<file path="config.mk">
export PLATFORM = sky130hd
export DESIGN_NAME = mitchel_mul_flat
export DESIGN_NICKNAME = d
export VERILOG_FILES = /design/src/rtl/mitchel_pkg.sv /design/src/rtl/mitchel_mul_if.sv /design/src/rtl/mitchel_lod.sv /design/src/rtl/mitchel_mul.sv /design/src/flat_wrapper.sv
export SDC_FILE = /design/constraint.sdc
export NUM_CORES = 1
export LEC_CHECK = 0
export BUFFER_PORTS_ARGS = -buffer_cell sky130_fd_sc_hd__buf_2
export CORE_AREA = 5 5 99 101
export CTS_BUF_LIST = sky130_fd_sc_hd__clkbuf_2 sky130_fd_sc_hd__clkbuf_4 sky130_fd_sc_hd__clkbuf_8
export DETAILED_ROUTE_END_ITERATION = 12
export DIE_AREA = 0 0 104 106
export PLACE_DENSITY = 0.49
export SKIP_CTS_REPAIR_TIMING = 1
export SLEW_MARGIN = 20
export SYNTH_ARGS = -nofsm -noshare
export SYNTH_HDL_FRONTEND = slang
export SYNTH_HIERARCHICAL = 1
export SYNTH_SLANG_ARGS = --single-unit
</file>
<file path="constraint.sdc">
create_clock -name clk -period 1.8 [get_ports clk]
set_clock_uncertainty 0.2 [all_clocks]
set_input_delay 0.18 -clock clk [delete_from_list [all_inputs] [get_ports clk]]
set_output_delay 0.18 -clock clk [all_outputs]
set_load 0.05 [all_outputs]
</file>
<file path="src/rtl/mitchel_pkg.sv">
// mitchel_pkg: shared defaults for the Mitchell logarithmic multiplier.
//   MITCHEL_N  - default operand width
//   MITCHEL_PW - default product width
//   MITCHEL_LW - width of a leading-one position for the default operand width
package mitchel_pkg;
  localparam int unsigned MITCHEL_N  = 9;
  localparam int unsigned MITCHEL_PW = 17;
  localparam int unsigned MITCHEL_LW = $clog2(MITCHEL_N);
endpackage

</file>
<file path="src/rtl/mitchel_mul_if.sv">
// mitchel_mul_if: operand/result bundle for mitchel_mul.
//   in_valid, x, y : request side (driven by master)
//   out_valid, p   : result side  (driven by slave)
interface mitchel_mul_if
  import mitchel_pkg::*;
#(
  parameter int unsigned N  = MITCHEL_N,
  parameter int unsigned PW = MITCHEL_PW
);
  logic          in_valid;
  logic [N-1:0]  x;
  logic [N-1:0]  y;
  logic          out_valid;
  logic [PW-1:0] p;

  modport master (output in_valid, output x, output y, input  out_valid, input  p);
  modport slave  (input  in_valid, input  x, input  y, output out_valid, output p);
endinterface

</file>
<file path="src/rtl/mitchel_lod.sv">
// mitchel_lod: leading-one detector.
//   i_v    : N-bit value
//   o_pos  : bit index of the most significant one (0 when i_v is zero)
//   o_zero : high when i_v is zero
module mitchel_lod
  import mitchel_pkg::*;
#(
  parameter int unsigned N  = MITCHEL_N,
  parameter int unsigned LW = $clog2(N)
) (
  input  logic [N-1:0]  i_v,
  output logic [LW-1:0] o_pos,
  output logic          o_zero
);
  // Ascending scan: the last set bit seen wins, giving the MSB position.
  always_comb begin
    o_pos = '0;
    for (int unsigned i = 0; i < N; i++) begin
      if (i_v[i]) o_pos = LW'(i);
    end
  end

  assign o_zero = ~|i_v;
endmodule

</file>
<file path="src/rtl/mitchel_mul.sv">
// mitchel_mul: Mitchell logarithmic approximate multiplier, unsigned,
// saturating to PW bits, one result per cycle.
//   clk, rst : clock, asynchronous active-high reset
//   bus      : mitchel_mul_if.slave (in_valid/x/y in, out_valid/p out)
// Optional build macro MITCHEL_IN_REG_EN adds an input register stage
// (latency 2 instead of 1).
module mitchel_mul
  import mitchel_pkg::*;
#(
  parameter int unsigned N  = MITCHEL_N,
  parameter int unsigned PW = MITCHEL_PW
) (
  input  logic          clk,
  input  logic          rst,
  mitchel_mul_if.slave  bus
);
  localparam int unsigned LW = $clog2(N);
  localparam logic [LW-1:0] KMAX = LW'(N - 1);

  logic          w_v;
  logic [N-1:0]  w_x;
  logic [N-1:0]  w_y;

`ifdef MITCHEL_IN_REG_EN
  logic          r_v;
  logic [N-1:0]  r_x;
  logic [N-1:0]  r_y;

  always_ff @(posedge clk or posedge rst) begin
    if (rst) begin
      r_v <= 1'b0;
      r_x <= '0;
      r_y <= '0;
    end else begin
      r_v <= bus.in_valid;
      r_x <= bus.x;
      r_y <= bus.y;
    end
  end

  assign w_v = r_v;
  assign w_x = r_x;
  assign w_y = r_y;
`else
  assign w_v = bus.in_valid;
  assign w_x = bus.x;
  assign w_y = bus.y;
`endif

  logic [LW-1:0] w_k1, w_k2;
  logic          w_z1, w_z2;

  mitchel_lod #(.N(N), .LW(LW)) u_lod_x (.i_v(w_x), .o_pos(w_k1), .o_zero(w_z1));
  mitchel_lod #(.N(N), .LW(LW)) u_lod_y (.i_v(w_y), .o_pos(w_k2), .o_zero(w_z2));

  logic [N-2:0]    w_f1, w_f2;
  logic [N-1:0]    w_s;
  logic [N-1:0]    w_m;
  logic [LW:0]     w_e;
  logic [3*N-2:0]  w_wide;
  logic [2*N-1:0]  w_res;
  logic            w_ovf;
  logic [PW-1:0]   w_p;

  // Both carry cases collapse to one antilog: with c=1 the sum S already has
  // its top bit set, so mantissa {1,S[N-2:0]} equals S and only the exponent
  // gains c. Result = (mantissa << (k1+k2+c)) >> (N-1), floor by truncation.
  always_comb begin
    w_f1   = (N-1)'(w_x << (KMAX - w_k1));
    w_f2   = (N-1)'(w_y << (KMAX - w_k2));
    w_s    = {1'b0, w_f1} + {1'b0, w_f2};
    w_m    = {1'b1, w_s[N-2:0]};
    w_e    = {1'b0, w_k1} + {1'b0, w_k2} + {{LW{1'b0}}, w_s[N-1]};
    w_wide = {{(2*N-1){1'b0}}, w_m} << w_e;
    w_res  = (2*N)'(w_wide >> (N-1));
    w_ovf  = 1'b0;
    for (int unsigned i = PW; i < 2*N; i++) begin
      w_ovf = w_ovf | w_res[i];
    end
    if (w_z1 || w_z2) begin
      w_p = '0;
    end else if (w_ovf) begin
      w_p = '1;
    end else begin
      w_p = w_res[PW-1:0];
    end
  end

  logic          r_ov;
  logic [PW-1:0] r_p;

  always_ff @(posedge clk or posedge rst) begin
    if (rst) begin
      r_ov <= 1'b0;
      r_p  <= '0;
    end else begin
      r_ov <= w_v;
      if (w_v) r_p <= w_p;
    end
  end

  assign bus.out_valid = r_ov;
  assign bus.p         = r_p;
endmodule

</file>
<file path="src/flat_wrapper.sv">
// flat-port wrapper written by rule: the top's interface ports become plain ports
module mitchel_mul_flat import mitchel_pkg::*;
#(
  parameter int unsigned N  = MITCHEL_N,
  parameter int unsigned PW = MITCHEL_PW
)
  (clk, rst, bus_in_valid, bus_x, bus_y, bus_out_valid, bus_p);
  mitchel_mul_if #(.N(N), .PW(PW)) bus_i ();
  input  logic clk;
  input  logic rst;
  input wire logic [$bits(bus_i.in_valid)-1:0] bus_in_valid;
  input wire logic [$bits(bus_i.x)-1:0] bus_x;
  input wire logic [$bits(bus_i.y)-1:0] bus_y;
  output wire logic [$bits(bus_i.out_valid)-1:0] bus_out_valid;
  output wire logic [$bits(bus_i.p)-1:0] bus_p;
  assign bus_i.in_valid = bus_in_valid;
  assign bus_i.x = bus_x;
  assign bus_i.y = bus_y;
  assign bus_out_valid = bus_i.out_valid;
  assign bus_p = bus_i.p;
  mitchel_mul #(.N(N), .PW(PW)) u_core (.clk(clk), .rst(rst), .bus(bus_i));
endmodule
</file>
After elaboration in Yosys (flattened, before gate mapping):

Index checks and enable logic that the tools add are counted.

* output and inout bits: 18
* bits of input ports: 21
* word-level logic and storage cells: 33
* flip-flop bits (word level): 18

* reduce and logical (&&, ||, !) cells: 5
* muxes and demuxes: 18
* shifts and indexed selects: 3
* add/sub/neg operators: 5

Operators by type and width (count)
* two-way mux 4 bit: 14
* two-way mux 17 bit: 2
* << shifter 9 x 5 -> 26 bit: 1
* OR reduction 9 bit: 2
* << shifter 9 x 4 -> 8 bit: 2
* adder 8 x 8 -> 9 bit: 1
* subtractor 4 bit, first input constant: 2
* adder 4 x 4 -> 5 bit: 1
* adder 5 x 1 -> 5 bit: 1
* zero test 1 bit: 2
* two-way mux 1 bit: 2
* logical OR 1 bit: 1

Longest topological paths before layout:

Gate-level depths: netlist of run 1.

* word-level depth: 15
* gate-level depth with buffers: 28
* depth with buffers taken out: 26

By module:

The synthesis of run 1 kept the hierarchy.

Modules (own cells, without submodules)
* mitchel_mul: area each 2383.5 um^2, times used 1, cells each 286, sequential area each 450.4 um^2
* mitchel_lod: area each 86.3 um^2, times used 2, cells each 15, sequential area each 0.0 um^2

Worst setup path before layout of run 1:

OpenSTA, ideal clock, no wires.

* path kind: input port to flip-flop
* start: input bus_x[6]
* end: register u_core.r_p[11] (netlist: u_core/bus.p[11])
* setup time: 0.126 ns
* data arrival time: 5.691 ns
* path slack: -4.217 ns
* data required time: 1.474 ns
* stages: 25
* path through: o41ai_1 clkbuf_1 inv_1 ha_1 xor2_1 nand2b_1 nor4b_1 ha_1 inv_1 fa_1 nand2b_1 a21oi_1 o31a_1 o21a_1 nor2_1 fa_1 inv_1 fa_1 xor2_1 nor3_1 a32oi_1 a21boi_2 o22ai_2 a31o_1 a221o_1

* word-level cells in the longest chain between the ends: 10
* elaborated cells on any way between the ends: 14
* those cells by class: add/sub (4); shift (2); mux (5); reduce/logical (3)

RTL lines
* start: declaration: line flat_wrapper.sv:12 `input wire logic [$bits(bus_i.x)-1:0] bus_x;`
* two-way mux 4 bit (3 in a row): line mitchel_lod.sv:19 `if (i_v[i]) o_pos = LW'(i);`
* subtractor 4 bit: line mitchel_mul.sv:69 `w_f1 = (N-1)'(w_x << (KMAX - w_k1));`
* << shifter 9 x 4 -> 8 bit: line mitchel_mul.sv:69
* adder 8 x 8 -> 9 bit: line mitchel_mul.sv:71 `w_s = {1'b0, w_f1} + {1'b0, w_f2};`
* adder 5 x 1 -> 5 bit: line mitchel_mul.sv:73 `w_e = {1'b0, w_k1} + {1'b0, w_k2} + {{LW{1'b0}}, w_s[N-1]};`
* << shifter 9 x 5 -> 26 bit: line mitchel_mul.sv:74 `w_wide = {{(2*N-1){1'b0}}, w_m} << w_e;`
* two-way mux 17 bit: line mitchel_mul.sv:82 `end else if (w_ovf) begin`
* two-way mux 17 bit *: line mitchel_mul.sv:80 `if (w_z1 || w_z2) begin`
* end signal: assignment: line mitchel_mul.sv:98 `if (w_v) r_p <= w_p;`
* end: declaration: line mitchel_mul.sv:90 `logic [PW-1:0] r_p;`

Mark *: on every way between the ends. The rest lies on a longest branch, timed or not.
A chain may end at the register's enable or synchronous reset.

Worst setup path after layout of run 1:

* start: input bus_x[2]
* end: register u_core.r_p[11] (netlist: u_core/bus.p[11])

* word-level cells in the longest chain between the ends: 14
* elaborated cells on any way between the ends: 18
* those cells by class: add/sub (4); shift (2); mux (9); reduce/logical (3)

RTL lines
* two-way mux 4 bit * (7 in a row): line mitchel_lod.sv:19
* net u_core.w_k1[0]: line mitchel_mul.sv:50 `logic [LW-1:0] w_k1, w_k2;`
* subtractor 4 bit: line mitchel_mul.sv:69
* << shifter 9 x 4 -> 8 bit: line mitchel_mul.sv:69
* adder 8 x 8 -> 9 bit: line mitchel_mul.sv:71
* adder 5 x 1 -> 5 bit: line mitchel_mul.sv:73
* << shifter 9 x 5 -> 26 bit *: line mitchel_mul.sv:74
* two-way mux 17 bit *: line mitchel_mul.sv:82
* two-way mux 17 bit *: line mitchel_mul.sv:80

Mark *: on every way through the listed nets, which the timed path passes. The rest lies on a longest branch.

==> results of run 1 <==
## registers in the layout, summed over array words and instances (netlist names)
name,count
u_core/bus.out_valid,1
u_core/bus.p,17
## cell usage in the layout, fill, tap and decap left out, types with 7 or more instances in the layout
| master | count |
|---|---|
| buf_4 | 114 |
| buf_2 | 38 |
| nor2_1 | 32 |
| dfrtp_1 | 18 |
| nand2_1 | 17 |
| a21oi_1 | 15 |
| o21ai_0 | 12 |
| mux2i_1 | 10 |
| ha_1 | 10 |
| mux4_2 | 9 |
| buf_6 | 8 |
| nand3_1 | 8 |
| inv_1 | 8 |
| nor3_1 | 7 |
## area by class of cell
cell class | instances | area, µm² | share of cell area, %
Sequential cell | 18 | 450 | 10.4
Tap cell | 111 | 139 | 3.21
Multi-Input combinational cell | 265 | 2420 | 55.8
Inverter | 17 | 78.8 | 1.82
Timing Repair Buffer | 164 | 1190 | 27.5
Clock buffer | 4 | 55.1 | 1.27
## metal layers
metal	routed length (µm)	part of all wire (%)	GRT usage, %
met4	363	4.1	7.40
met2	4710	53	26.6
met3	311	3.5	1.46
met1	3580	40	17.5
met5	0	0	0
## through the flow
stage / hold slack, ns / setup WS, ns
CTS: -0.179 / -3.59
detailed placement: 0.104 / -3.86
global route: 0.230 / -3.40
global placement: 0.102 / -3.92
floorplan: -0.0814 / -3.34
finish: 0.196 / -3.23
## path summary, 6_finish.rpt
path                            slack, ns          endpoint
max in group asynchronous            0.64   u_core/bus.p[9]
min in group asynchronous            0.35  u_core/bus.p[10]
worst min-delay path                 0.20  u_core/bus.p[13]
worst max-delay path                -3.23  u_core/bus.p[11]
worst max register to register       0.76  u_core/bus.p[11]
worst min register to register       0.29   u_core/bus.p[2]
## critical path: cells and delay by family
| family | cells | cell delay [ns] |
|---|---|---|
| xor+xnor | 1 | 0.18 |
| simple gates | 5 | 0.66 |
| fa+ha+maj | 5 | 1.61 |
| buf+inv | 8 | 0.84 |
| compound gates | 8 | 1.49 |
## synthesized netlist by cell type (all sizes together) (2+ instances only)
library cell,n,area (µm²)
a211oi,5,37.5
a21o,6,45.0
a21oi,21,105
a221o,3,30.0
a221oi,2,17.5
a31o,2,17.5
a31oi,4,25.0
and2,2,12.5
buf,5,33.8
clkbuf,11,41.3
clkinv,2,7.51
dfrtp,18,450
fa,3,60.1
ha,13,163
inv,15,56.3
mux2,5,56.3
mux2i,12,120
mux4,9,203
nand2,18,67.6
nand2b,5,31.3
nand3,8,40.0
nand3b,2,15.0
nor2,36,135
nor2b,8,50.1
nor3,10,50.1
nor4,4,37.5
nor4b,4,35.0
o21a,4,30.0
o21ai,24,120
o21bai,2,15.0
o22ai,4,37.5
o2bb2ai,11,96.3
o31ai,2,15.0
o41ai,2,17.5
or2,2,12.5
or3,5,31.3
xor2,9,78.8
## power by group
group	total [mW]	internal, mW	switching [mW]
Clock	0.326	0.194	0.132
Combinational	3.25	1.42	1.83
Sequential	0.606	0.533	0.0733
Total	4.18	2.15	2.03
## cell families after synthesis
logic type,synth area share [%]
simple gates,21.1
compound gates,28.8
buf+inv,5.43
mux,14.8
flops,17.6
fa+ha+maj,8.71
xor+xnor,3.43
==> reports/summary.txt, run 1 <==
Final WL -> 8.96 mm
Critical Path RT -> 1.74 ns
Sequential-to-total area share from yosys stat -> 17.6%
Slowest stage cell, crit path -> fa_2
Syn nets -> 353
Utilization after layout -> 48.5%
Hold Path Depth -> 5
Fraction of registers with async set/reset -> 100%
Final Cell Area -> 0.00433 mm²
Final hold violations -> 0
IO Pins -> 39
Headroom to the max-slew limit -> 46.7%
Max Cap Violations -> 0
Slew @ Worst Pin -> 0.793 ns
RSZ-0062 raised after global routing -> yes
Hpwl dp -> 7.07 mm
Placed inst area -> 0.00387 mm²
Placer Congestion -> 0.899
PwrDens -> 965 mW/mm²
Clock sinks -> 18
Share of cells above drive strength 1 -> 54.9%
Mapped Area -> 0.00256 mm²
Antenna diodes -> 0
Total global-route track usage -> 14.8%
Fmax -> 199 MHz
CP startpoint -> bus_x[2]
Starting density of the core -> 28.6%
Total CTS buffers -> 3
First-pass GRT wire length -> 13.8 mm
Initial antenna violation count -> 0
First-pass DRT Iterations -> 4
Failing checks -> setup timing
Post-Place Cells -> 562
Floorplan row count -> 35
Main synth FF type -> dfrtp_1
Syn Area/Cell -> 8.09 µm²
Slack of the critical path -> -3.23 ns
Via count of the first global-routing pass -> 2984
Die footprint -> 0.0110 mm²
Arr. time, crit path -> 4.97 ns
Worst-Skew Late Latency -> 0.25 ns
Worst hold start -> bus_in_valid
Setup TNS -> -53.17 ns
Synth unique cells -> 62
EDFF count, synth -> 0
DR iter-0 viols -> 124
GRT overflow -> 0
FILL cells -> 877
Die Wd -> 104 µm
Hold crit path type -> primary input to flip-flop
Reg2Reg Depth -> 1
Final Cycle Share -> 279%
Mean routed wirelength per cell -> 15.5 µm
Drt drc -> 0
Synth warn -> 6
Outcome -> finished with violations
Maximum VDD drop -> 0.000838 V
Die height -> 106 µm
Layout Nets -> 506
Port Buffers -> 38
DR vias/cell -> 5.34
Post-Layout Cell Count -> 579
Crit path kind -> primary input to flip-flop
Clk pin slew, worst setup/hold paths -> 0.06 ns
TritonCTS clock tree -> done
Slew Limit Fails -> 0
Core Area -> 0.00893 mm²
H-tree depth -> 1
Static Leak -> 2.04 nW
Post-route ant nets -> 0
Mapped Cells -> 316
Total power -> 4.18 mW
Seq cells post-synth -> 18
Area delta synth->final -> 69.5%
Post-route minimum period -> 5.03 ns
Crit. End Element -> flip-flop
# setup viols final -> 17
Reg2Reg Launch Point -> u_core/bus.p[11]
Clk buf depth -> 2
Crit start category -> primary input
CP Max Fanout -> 8
Largest net degree at the start of global routing -> 19
CP max stage delay -> 0.51 ns
Vias post-DR -> 3094
Clock tree root buffer cell -> clkbuf_8
(Power assumes the default switching activity.)
==> run 2: changes to the inputs <==
--- a/config.mk
+++ b/config.mk
@@ -6,11 +6,11 @@
 export NUM_CORES = 1
 export LEC_CHECK = 0
 export BUFFER_PORTS_ARGS = -buffer_cell sky130_fd_sc_hd__buf_2
-export CORE_AREA = 5 5 99 101
+export CORE_AREA = 5 5 82 122
 export CTS_BUF_LIST = sky130_fd_sc_hd__clkbuf_2 sky130_fd_sc_hd__clkbuf_4 sky130_fd_sc_hd__clkbuf_8
 export DETAILED_ROUTE_END_ITERATION = 12
-export DIE_AREA = 0 0 104 106
-export PLACE_DENSITY = 0.49
+export DIE_AREA = 0 0 87 127
+export PLACE_DENSITY = 0.48
 export SKIP_CTS_REPAIR_TIMING = 1
 export SLEW_MARGIN = 20
 export SYNTH_ARGS = -nofsm -noshare
==> constraint.sdc (replaced) <==
create_clock -name clk -period 6.25 [get_ports clk]
set_clock_uncertainty 0.2 [all_clocks]
set_input_delay 0.625 -clock clk [delete_from_list [all_inputs] [get_ports clk]]
set_output_delay 0.625 -clock clk [all_outputs]
set_load 0.05 [all_outputs]
==> run 2 against run 1 <==
Against the previous run:
- the flow now finishes without violations
- first-iteration DRC count down 18%
- global-route usage shrank 0.52 points
- critical path depth down 6
- power fell by 78%
- clock power shrank 77%
==> reports/summary.txt, run 2 (synthesis results as in run 1) <==
Outcome -> finished, final reports clean
Critical Path RT -> 6.18 ns
Total CTS buffers -> 3
PwrDens -> 298 mW/mm²
Die Wd -> 87 µm
Placement Setup Slack -> -0.0968 ns
Antenna diodes -> 0
Crit path kind -> primary input to flip-flop
Reg2Reg Launch Point -> u_core/bus.p[9]
Crit start category -> primary input
Slew Limit Fails -> 0
GRT overflow -> 0
DR iter-0 viols -> 102
Largest net degree at the start of global routing -> 19
Mean routed wirelength per cell -> 16.1 µm
CP startpoint -> bus_x[6]
Slack of the critical path -> 0.424 ns
FILL cells -> 941
First-pass DRT Iterations -> 4
Placed inst area -> 0.00309 mm²
Post-route ant nets -> 0
Vias post-DR -> 2649
IO Pins -> 39
Die height -> 127 µm
Final Cycle Share -> 93.2%
Initial antenna violation count -> 0
Clk pin slew, worst setup/hold paths -> 0.06 ns
Maximum VDD drop -> 0.000173 V
Slew @ Worst Pin -> 0.716 ns
Core Area -> 0.00878 mm²
Final Cell Area -> 0.00316 mm²
Post-route minimum period -> 5.83 ns
Utilization after layout -> 36.0%
Static Leak -> 1.47 nW
Clk buf depth -> 2
Arr. time, crit path -> 5.75 ns
TritonCTS clock tree -> done
Share of cells above drive strength 1 -> 27.8%
Drt drc -> 0
Headroom to the max-slew limit -> 51.5%
Layout Nets -> 413
Starting density of the core -> 29.1%
Placer Congestion -> 0.856
Max reg flops -> 17
Clock sinks -> 18
Final hold violations -> 0
Crit. End Element -> flip-flop
Port Buffers -> 38
Floorplan row count -> 42
Hold crit path type -> primary input to async pin
Clock tree root buffer cell -> clkbuf_8
Die footprint -> 0.0110 mm²
# setup viols final -> 0
Total global-route track usage -> 14.3%
CP Max Fanout -> 7
Commonest non-fill, non-tap cells in the layout -> 38 x buf_2, 36 x nor2_1, 33 x buf_4, 22 x o21ai_0, 21 x a21oi_1
Most common cell after layout, fill and taps aside -> buf_2
First-pass GRT wire length -> 13.0 mm
RSZ-0062 raised after global routing -> no
Via count of the first global-routing pass -> 2743
Area delta synth->final -> 23.5%
DR vias/cell -> 5.47
Max Cap Violations -> 0
H-tree depth -> 1
Hpwl dp -> 6.59 mm
Worst-Skew Late Latency -> 0.24 ns
Fmax -> 172 MHz
Final WL -> 7.81 mm
run 2: cell types whose count changed in the layout (fill, tap and decap cells not counted), sizes merged:
cell / delta
dlygate4sd3: -2
clkbuf: -1
buf: -91
run 2: critical path, cell delays in order:
cell and delay [ns]:
buf_2 0.14, o41ai_2 0.44, inv_1 0.11, ha_1 0.24, xor2_2 0.19, nand2b_1 0.11, buf_4 0.15, or3_1 0.39
fa_1 0.46, nand2b_1 0.18, a21oi_1 0.18, o31a_1 0.22, o21a_1 0.14, nor2_1 0.05, fa_1 0.57, clkinv_1 0.23
mux2_2 0.40, nand2_1 0.09, o311ai_1 0.21, a31o_1 0.30, a221o_1 0.32
run 2: metrics by stage:
step	power (mW)	std cells	setup TNS [ns]	hold slack (ns)
floorplan	0.654	316	0	0.364
global placement	0.861	481	-0.0568	0.264
detailed placement	0.858	481	-0.284	0.268
CTS	0.942	484	0	0.279
global route	1.01	484	0	0.306
finish	0.940	484	0	0.255
run 2: where the power goes:
part           internal (mW)  leakage (nW)  switching (mW)
clock network         0.0426        0.0216          0.0331
logic                  0.248          1.21           0.444
registers              0.153         0.234          0.0188
run 2: worst paths after layout:
kind                                    end  slack [ns]  depth (start not counted)
setup / recovery           u_core/bus.p[11]        0.42                         21
hold / removal             u_core/bus.p[11]        0.25                          2
setup reg to reg            u_core/bus.p[9]        5.17                          1
hold reg to reg             u_core/bus.p[6]        0.28                          1
max in group asynchronous   u_core/bus.p[3]        5.18                          2
min in group clk            u_core/bus.p[6]        0.28                          1
run 2: cell type report:
cell class / instances / area [µm²] / share of cell area (%)
Inverter: 17 / 63.8 / 2.02
Tap cell: 110 / 138 / 4.36
Multi-Input combinational cell: 265 / 2030 / 64.2
Clock buffer: 3 / 41.3 / 1.31
Timing Repair Buffer: 71 / 438 / 13.9
Sequential cell: 18 / 450 / 14.3
run 2: per-layer routing:
metal  vias to the layer above  global-route usage [%]  wire [µm]
li1                       1308                       -          -
met1                      1276                    15.3       3050
met2                        51                    28.0       4320
met3                        14                    1.29        247
met4                         0                    5.14        189
met5                         -                       0          0
==> run 3: changes to the inputs <==
--- a/config.mk
+++ b/config.mk
@@ -10,7 +10,8 @@
 export CTS_BUF_LIST = sky130_fd_sc_hd__clkbuf_2 sky130_fd_sc_hd__clkbuf_4 sky130_fd_sc_hd__clkbuf_8
 export DETAILED_ROUTE_END_ITERATION = 12
 export DIE_AREA = 0 0 87 127
-export PLACE_DENSITY = 0.48
+export PLACE_DENSITY = 0.5
+export SETUP_SLACK_MARGIN = 0.5
 export SKIP_CTS_REPAIR_TIMING = 1
 export SLEW_MARGIN = 20
 export SYNTH_ARGS = -nofsm -noshare
==> constraint.sdc (replaced) <==
create_clock -name clk -period 5.17 [get_ports clk]
set_clock_uncertainty 0.2 [all_clocks]
set_input_delay 0.517 -clock clk [delete_from_list [all_inputs] [get_ports clk]]
set_output_delay 0.517 -clock clk [all_outputs]
set_load 0.05 [all_outputs]
==> run 3 against run 2 <==
Against the previous run:
- critical path depth increased by 6
- the flow now finishes with violations (setup timing)
- clock-buffer cell count up 1
- non-clock buffer count grew 80
- sequential power grew 22%
- combinational power rose by 71%
- utilization rose by 14 points
- die area unchanged
- worst setup slack got worse by 0.65 ns
- clock power is 52% higher
- hold slack worse by 0.12 ns
==> reports/summary.txt, run 3 (synthesis results as in run 1) <==
DR vias/cell -> 5.42
Total global-route track usage -> 15.9%
PwrDens -> 345 mW/mm²
Outcome -> finished with violations
Top layer used by detailed routing -> met4
Setup TNS -> -2.57 ns
Via count of the first global-routing pass -> 3100
Antenna diodes -> 0
H-tree depth -> 1
Floorplan row count -> 42
Clock sinks -> 18
WL met2 -> 5.31 mm
Slew Limit Fails -> 0
Critical Path RT -> 5.11 ns
Die footprint -> 0.0110 mm²
Slew @ Worst Pin -> 0.970 ns
First-pass GRT wire length -> 14.3 mm
Total CTS buffers -> 3
Failing checks -> setup timing
Mean routed wirelength per cell -> 16.2 µm
Placed inst area -> 0.00369 mm²
Crit start category -> primary input
Most common cell after layout, fill and taps aside -> buf_4
Clk pin slew, worst setup/hold paths -> 0.06 ns
Die height -> 127 µm
Commonest non-fill, non-tap cells in the layout -> 101 x buf_4, 33 x buf_2, 32 x nor2_1, 18 x dfrtp_1, 16 x nand2_1
Final hold violations -> 0
Core Area -> 0.00878 mm²
Port Buffers -> 38
Final Cell Area -> 0.00435 mm²
TritonCTS clock tree -> done
Slack of the critical path -> -0.227 ns
IO Pins -> 39
Headroom to the max-slew limit -> 34.9%
CP Max Fanout -> 5
Share of cells above drive strength 1 -> 53.2%
Area delta synth->final -> 70.1%
Post-route ant nets -> 0
Hpwl dp -> 7.42 mm
Routed met3 length -> 281 µm
Placer Congestion -> 0.913
Final Cycle Share -> 104%
Max Cap Violations -> 0
Placement Setup Slack -> -0.598 ns
Fmax -> 185 MHz
GRT overflow -> 0
Max reg flops -> 17
First-pass DRT Iterations -> 4
DR iter-0 viols -> 106
RSZ-0062 raised after global routing -> yes
Arr. time, crit path -> 5.34 ns
Crit path kind -> primary input to flip-flop
Met1 wire length -> 3.17 mm
Crit. End Element -> flip-flop
Starting density of the core -> 29.1%
Reg2Reg Depth -> 1
Final WL -> 9.17 mm
Vias post-DR -> 3064
Die Wd -> 87 µm
# setup viols final -> 16
Layout Nets -> 493
Worst-Skew Late Latency -> 0.26 ns
Post-route minimum period -> 5.40 ns
Hold crit path type -> primary input to async pin
Clk buf depth -> 2
Static Leak -> 2.02 nW
Total power -> 1.50 mW
Maximum VDD drop -> 0.000229 V
Clock tree root buffer cell -> clkbuf_8
Largest net degree at the start of global routing -> 19
Drt drc -> 0
Hold Worst Slack -> 0.140 ns
Initial antenna violation count -> 0
## run 3: cell types whose count changed in the layout (fill, tap and decap cells not counted), moves of 5 or more
cell | before | now
buf_2 | 38 | 33
a21oi_4 | 0 | 5
o21ai_0 | 22 | 14
inv_1 | 15 | 8
nor3_1 | 10 | 5
buf_6 | 0 | 13
buf_4 | 33 | 101
a21oi_1 | 21 | 13
## run 3: critical path: stages
cell and delay [ns]:
buf_8 0.10, inv_4 0.05, a21oi_4 0.05, o41ai_4 0.26, buf_4 0.19, clkinv_4 0.06, ha_4 0.17, xor2_4 0.20
nand2b_4 0.09, nor4b_4 0.24, ha_2 0.24, inv_2 0.04, fa_2 0.36, nand2b_4 0.17, a21oi_4 0.15, o31a_1 0.15
o21a_1 0.14, nor2_2 0.05, fa_2 0.36, inv_2 0.06, fa_2 0.48, buf_6 0.15, a32oi_1 0.19, a21boi_4 0.24
o22ai_4 0.12, a31o_1 0.20, a221o_1 0.29
## run 3: area by class of cell
cell class                 count  area, µm²
tap                          110        138
inverter                      17       81.3
clock buffer                   4       55.1
sequential                    18        450
fill                         824       4430
timing repair buffer         151       1140
multi-input combinational    265       2480
## run 3: per-stage QoR
stage	instances	utilization [%]
floorplan	316	-
global placement	539	42.0
detailed placement	539	42.0
CTS	543	42.7
global route	565	49.6
finish	565	49.6
## run 3: layer usage
metal,vias up,track usage [%]
met5,-,0
met4,0,7.61
met3,28,0.709
met2,86,32.7
met1,1473,15.3
li1,1477,-
## run 3: report_power, final
part           internal (mW)  switching, mW  leakage, nW
clock network         0.0678         0.0470       0.0288
registers              0.186         0.0243        0.234
logic                  0.521          0.655         1.76
total                  0.774          0.727         2.02
## run 3: final timing paths
path	from	to	slack, ns
worst max-delay path	bus_x[2]	u_core/bus.p[11]	-0.23
worst min-delay path	rst	u_core/bus.p[4]	0.14
worst max register to register	u_core/bus.p[11]	u_core/bus.p[11]	4.12
worst min register to register	u_core/bus.p[14]	u_core/bus.p[14]	0.28
max in group asynchronous	rst	u_core/bus.p[11]	4.21
min in group clk	bus_in_valid	u_core/bus.out_valid	0.20
